--- src/rtl/pipe_pkg.sv ---
// pipe_pkg: shared state encoding, default widths and control-bit positions for pipeline stage registers
package pipe_pkg;

    typedef enum logic [1:0] {
        ST_EMPTY = 2'd0,
        ST_ONE   = 2'd1,
        ST_FULL  = 2'd2
    } state_t;

    localparam int DATA_W_DEF = 128;
    localparam int CTRL_W_DEF = 12;
    localparam int CNT_W_DEF  = 16;

    // Control-field bit positions; ALUCtrl occupies CTRL_ALUCTRL_LSB +: CTRL_ALUCTRL_W
    localparam int CTRL_ALUSRC      = 0;
    localparam int CTRL_ALUCTRL_LSB = 1;
    localparam int CTRL_ALUCTRL_W   = 4;
    localparam int CTRL_REGDST      = 5;
    localparam int CTRL_JUMP        = 6;
    localparam int CTRL_BRANCH      = 7;
    localparam int CTRL_MEMWRITE    = 8;
    localparam int CTRL_MEMREAD     = 9;
    localparam int CTRL_MEMTOREG    = 10;
    localparam int CTRL_REGWRITE    = 11;

endpackage

--- src/rtl/pipe_skid_stage.sv ---
// pipe_skid_stage: valid/ready pipeline register with a one-entry skid, flush, bubble NOPs and stall counter
module pipe_skid_stage
    import pipe_pkg::*;
#(
    parameter int DATA_W = DATA_W_DEF,
    parameter int CTRL_W = CTRL_W_DEF,
    parameter int CNT_W  = CNT_W_DEF
) (
    input  logic              clk,
    input  logic              rst,
    input  logic              in_valid,
    output logic              in_ready,
    input  logic [DATA_W-1:0] in_data,
    input  logic [CTRL_W-1:0] in_ctrl,
    output logic              out_valid,
    input  logic              out_ready,
    output logic [DATA_W-1:0] out_data,
    output logic [CTRL_W-1:0] out_ctrl,
    input  logic              flush,
    output logic [1:0]        occupancy,
    output logic [CNT_W-1:0]  stall_cnt
);

    state_t             state_q, state_d;
    logic [DATA_W-1:0]  head_data_q, head_data_d, skid_data_q, skid_data_d;
    logic [CTRL_W-1:0]  head_ctrl_q, head_ctrl_d, skid_ctrl_q, skid_ctrl_d;
    logic [CNT_W-1:0]   cnt_q, cnt_d;
    logic               acc, dlv;

    // Ready depends only on registered state, cutting the combinational ready chain
    assign in_ready  = state_q != ST_FULL;
    assign out_valid = state_q != ST_EMPTY;
    assign out_data  = head_data_q;
    assign out_ctrl  = out_valid ? head_ctrl_q : '0;
    assign occupancy = state_q;
    assign stall_cnt = cnt_q;
    assign acc       = in_valid & in_ready;
    assign dlv       = out_valid & out_ready;

    always_comb begin
        state_d     = state_q;
        head_data_d = head_data_q;
        head_ctrl_d = head_ctrl_q;
        skid_data_d = skid_data_q;
        skid_ctrl_d = skid_ctrl_q;
        cnt_d       = (out_valid & ~out_ready & ~flush & (cnt_q != '1)) ? cnt_q + 1'b1 : cnt_q;
        if (flush) begin
            state_d     = ST_EMPTY;
            head_ctrl_d = '0;
            skid_ctrl_d = '0;
        end else if (state_q == ST_FULL) begin
            if (dlv) begin
                head_data_d = skid_data_q;
                head_ctrl_d = skid_ctrl_q;
                state_d     = ST_ONE;
            end
        end else if (acc & (state_q == ST_ONE) & ~dlv) begin
            skid_data_d = in_data;
            skid_ctrl_d = in_ctrl;
            state_d     = ST_FULL;
        end else if (acc) begin
            head_data_d = in_data;
            head_ctrl_d = in_ctrl;
            state_d     = ST_ONE;
        end else if (dlv) begin
            state_d     = ST_EMPTY;
        end
    end

    always_ff @(posedge clk or posedge rst) begin
        if (rst) begin
            state_q     <= ST_EMPTY;
            head_data_q <= '0;
            head_ctrl_q <= '0;
            skid_data_q <= '0;
            skid_ctrl_q <= '0;
            cnt_q       <= '0;
        end else begin
            state_q     <= state_d;
            head_data_q <= head_data_d;
            head_ctrl_q <= head_ctrl_d;
            skid_data_q <= skid_data_d;
            skid_ctrl_q <= skid_ctrl_d;
            cnt_q       <= cnt_d;
        end
    end

endmodule
--- config.mk ---
export PLATFORM = sky130hd
export DESIGN_NAME = pipe_skid_stage
export DESIGN_NICKNAME = d
export VERILOG_FILES = /design/src/rtl/pipe_pkg.sv /design/src/rtl/pipe_skid_stage.sv
export SDC_FILE = /design/constraint.sdc
export NUM_CORES = 1
export LEC_CHECK = 0
export ABC_AREA = 1
export BUFFER_PORTS_ARGS = -buffer_cell sky130_fd_sc_hd__buf_2
export CORE_MARGIN = 2
export CORE_UTILIZATION = 54
export CTS_CLUSTER_SIZE = 10
export DETAILED_ROUTE_END_ITERATION = 10
export PLACE_DENSITY = 0.91
export SETUP_SLACK_MARGIN = 0.02
export SYNTH_ARGS = -nofsm -noshare
export SYNTH_HDL_FRONTEND = slang
export SYNTH_SLANG_ARGS = --single-unit
export TNS_END_PERCENT = 5
--- constraint.sdc ---
create_clock -name clk -period 12.3 [get_ports clk]
set_input_delay 1.845 -clock clk [delete_from_list [all_inputs] [get_ports clk]]
set_output_delay 1.845 -clock clk [all_outputs]
set_load 0.005 [all_outputs]
==> out/qor.yml <==
status:
  status: "complete, no violations"
sta:
  skew_ns: 0.00968
  slew_headroom_pct: 29.7
  slew_violations: 0
  min_period_over_period_pct: 35.4
  setup_viol: 0
  max_freq_ghz: 0.230
  rsz0062_at_grt: "false"
  finalHoldViolations: 0
  period_needed_ns: 4.35
  setup_tns_ns: 0
  hold_ws_ns: 0.471
  worst_slew_pin_slew_ns: 1.05
cts:
  ctsHtreeMaxLevel: 2
  post_cts_buffers: 0
  cts_buffers: 36
  clock_path_buffers: 3
  cts_sinks: 298
  ctsResizeCount: 0
  postCtsHoldBufs: 0
  cts.root.buffer_cell: "clkbuf_16"
  path_clk_slew_ns: 0.05
  insertion_delay_ns: 0.50
  cts_tree: "built"
die:
  boundaryPins: 305
  core_um2: 24200
  dieHeight_um: 161
  fp.dieW_um: 161
  die_area_um2: 25800
  rows: 57
  start_util_pct: 54.7
synthesis:
  ys_warn_count: 0
  syn_area_um2: 13300
  yosysSeqAreaShare_pct: 56.2
  synth_cell_types: 23
  syn_nets: 1810
  synth_seq_cells: 298
  synthCells: 1664
  syn_avg_cell_area_um2: 7.97
cells_and_area:
  nets: 2070
  drive_gt1_share_pct: 19.2
  finalNonFillerCells: 2260
  fin_util_pct: 65.2
  syn2layout_area_growth_pct: 19.3
  mostFrequentLayoutCell: "nand2_1"
  final_cell_mix: "738 x nand2_1, 304 x buf_2, 298 x dfrtp_1, 233 x o21ai_0, 167 x inv_1"
pwr:
  p_sw_share_pct: 27.8
  clkPwrFrac_pct: 35.1
  p_comb_share_pct: 16.4
  leakage_nw: 8.56
  seq_power_share_pct: 48.5
  cellPowerDensity_nw_per_um2: 168
  switching_power_mw: 0.740
  p_int_mw: 1.92
  p_total_mw: 2.66
  peakVddDrop_uv: 115
route:
  wl_per_cell_um: 14.8
  via_per_inst: 5.18
  ant_nets: 0
  drc: 0
  first_pass_iters: 5
  drtIter0Drc: 1000
  vias: 11701
  routed_wl_um: 33400
critical_path:
  worstPathMaxFanout: 91
  criticalPathCategory: "primary input to flop"
  cp.required_ns: 12.65
  worst_ep_arrival_time_ns: 4.70
  cp-end-kind: "flop"
  worst_setup_path_start_kind: "primary input"
run:
  maxCapViolations: 0
placed_design:
  place_inst: 2210
  hpwlAfterDp_um: 21500
  finalWeightedCongestion: 0.902
  portBuffers: 304
global_routing:
  grt-ovfl-total: 0
  antenna_found_initial: 6
  grt_start_max_net_pins: 155
  grt_pass1_vias: 11411
  grt_usage_pct: 25.5
  grt_pass1_wl_um: 54200
min_path:
  hold_path_class: "flop to flop"
## sequential cells by signal, summed over array words and instances (netlist names)
name / count
stall_cnt: 16
occupancy: 2
out_data: 128
head_ctrl_q: 12
skid_ctrl_q: 12
skid_data_q: 128
## worst paths after layout
| check | to | slack, ns | start | cells after the start |
|---|---|---|---|---|
| setup / recovery | skid_data_q[44] | 7.95 | flush | 10 |
| hold / removal | out_data[85] | 0.47 | out_data[85] | 2 |
| setup reg to reg | out_data[127] | 8.71 | occupancy[0] | 10 |
| hold reg to reg | out_data[85] | 0.47 | out_data[85] | 2 |
| max in group asynchronous | skid_data_q[64] | 9.11 | rst | 3 |
| min in group asynchronous | skid_ctrl_q[2] | 1.59 | rst | 2 |
## cell families (layout without fill, tap and decap cells)
group           Yosys count  after routing  synth area share, %
compound gates          303            303                 11.9
simple gates            790            790                 22.7
flops                   298            298                 56.2
xor+xnor                  7              7                0.462
buf+inv                 265            533                 8.65
other cells               0              4                    0
fa+ha+maj                 1              1               0.0943
## Yosys cell counts
master	instances	area (µm²)
o21a_1	12	90.1
buf_2	41	205
o211ai_2	1	12.5
a21oi_1	1	5.00
dfrtp_1	298	7460
nand3_1	6	30.0
o221ai_1	1	8.76
buf_4	19	143
o21ai_1	42	210
nor2_2	3	18.8
nand2_1	739	2770
xnor2_1	7	61.3
o22ai_1	12	75.1
ha_1	1	12.5
o21ai_2	1	8.76
buf_6	4	45.0
nand4_1	6	37.5
o21ai_0	233	1170
clkbuf_1	29	109
nand3_2	2	20.0
inv_1	168	631
inv_2	4	15.0
nor2_1	34	128
## routing by layer
metal	GRT usage [%]	vias to the layer above	wire, µm
li1	-	5642	-
met1	32.6	5494	13800
met2	42.1	471	16000
met3	5.58	90	2430
met4	11.2	4	1110
met5	0	-	24
## critical path, cell delays in order
cell and delay, ns:
buf_2 0.12, inv_1 0.11, nand2_1 0.13, nor2_4 0.12, buf_4 0.50, buf_4 0.72, inv_2 0.39, buf_4 0.45
nand2_1 0.14, o21ai_0 0.09
## per-stage QoR
stage / area (µm²) / setup WS (ns)
finish: 15800 / 7.95
CTS: 15800 / 7.96
floorplan: 13300 / 2.22
global placement: 14800 / 7.55
detailed placement: 14800 / 7.48
global route: 15800 / 7.65
## area by class of cell
| cell class | count | area, µm² |
|---|---|---|
| timing repair buffer | 315 | 1600 |
| fill | 1962 | 8430 |
| tap | 324 | 405 |
| sequential | 298 | 7460 |
| clock buffer | 42 | 945 |
| multi-input combinational | 1101 | 4690 |
| clock inverter | 4 | 52.6 |
| antenna | 4 | 10.0 |
| inverter | 172 | 656 |
## power groups by stage
stage               sequential (mW)  clock [mW]  combinational (mW)
floorplan                      1.29           0               0.254
global placement               1.29           0               0.412
detailed placement             1.30           0               0.437
CTS                            1.29       0.951               0.441
global route                   1.31       0.987               0.503
finish                         1.29       0.933               0.437
(Power assumes the default switching activity.)
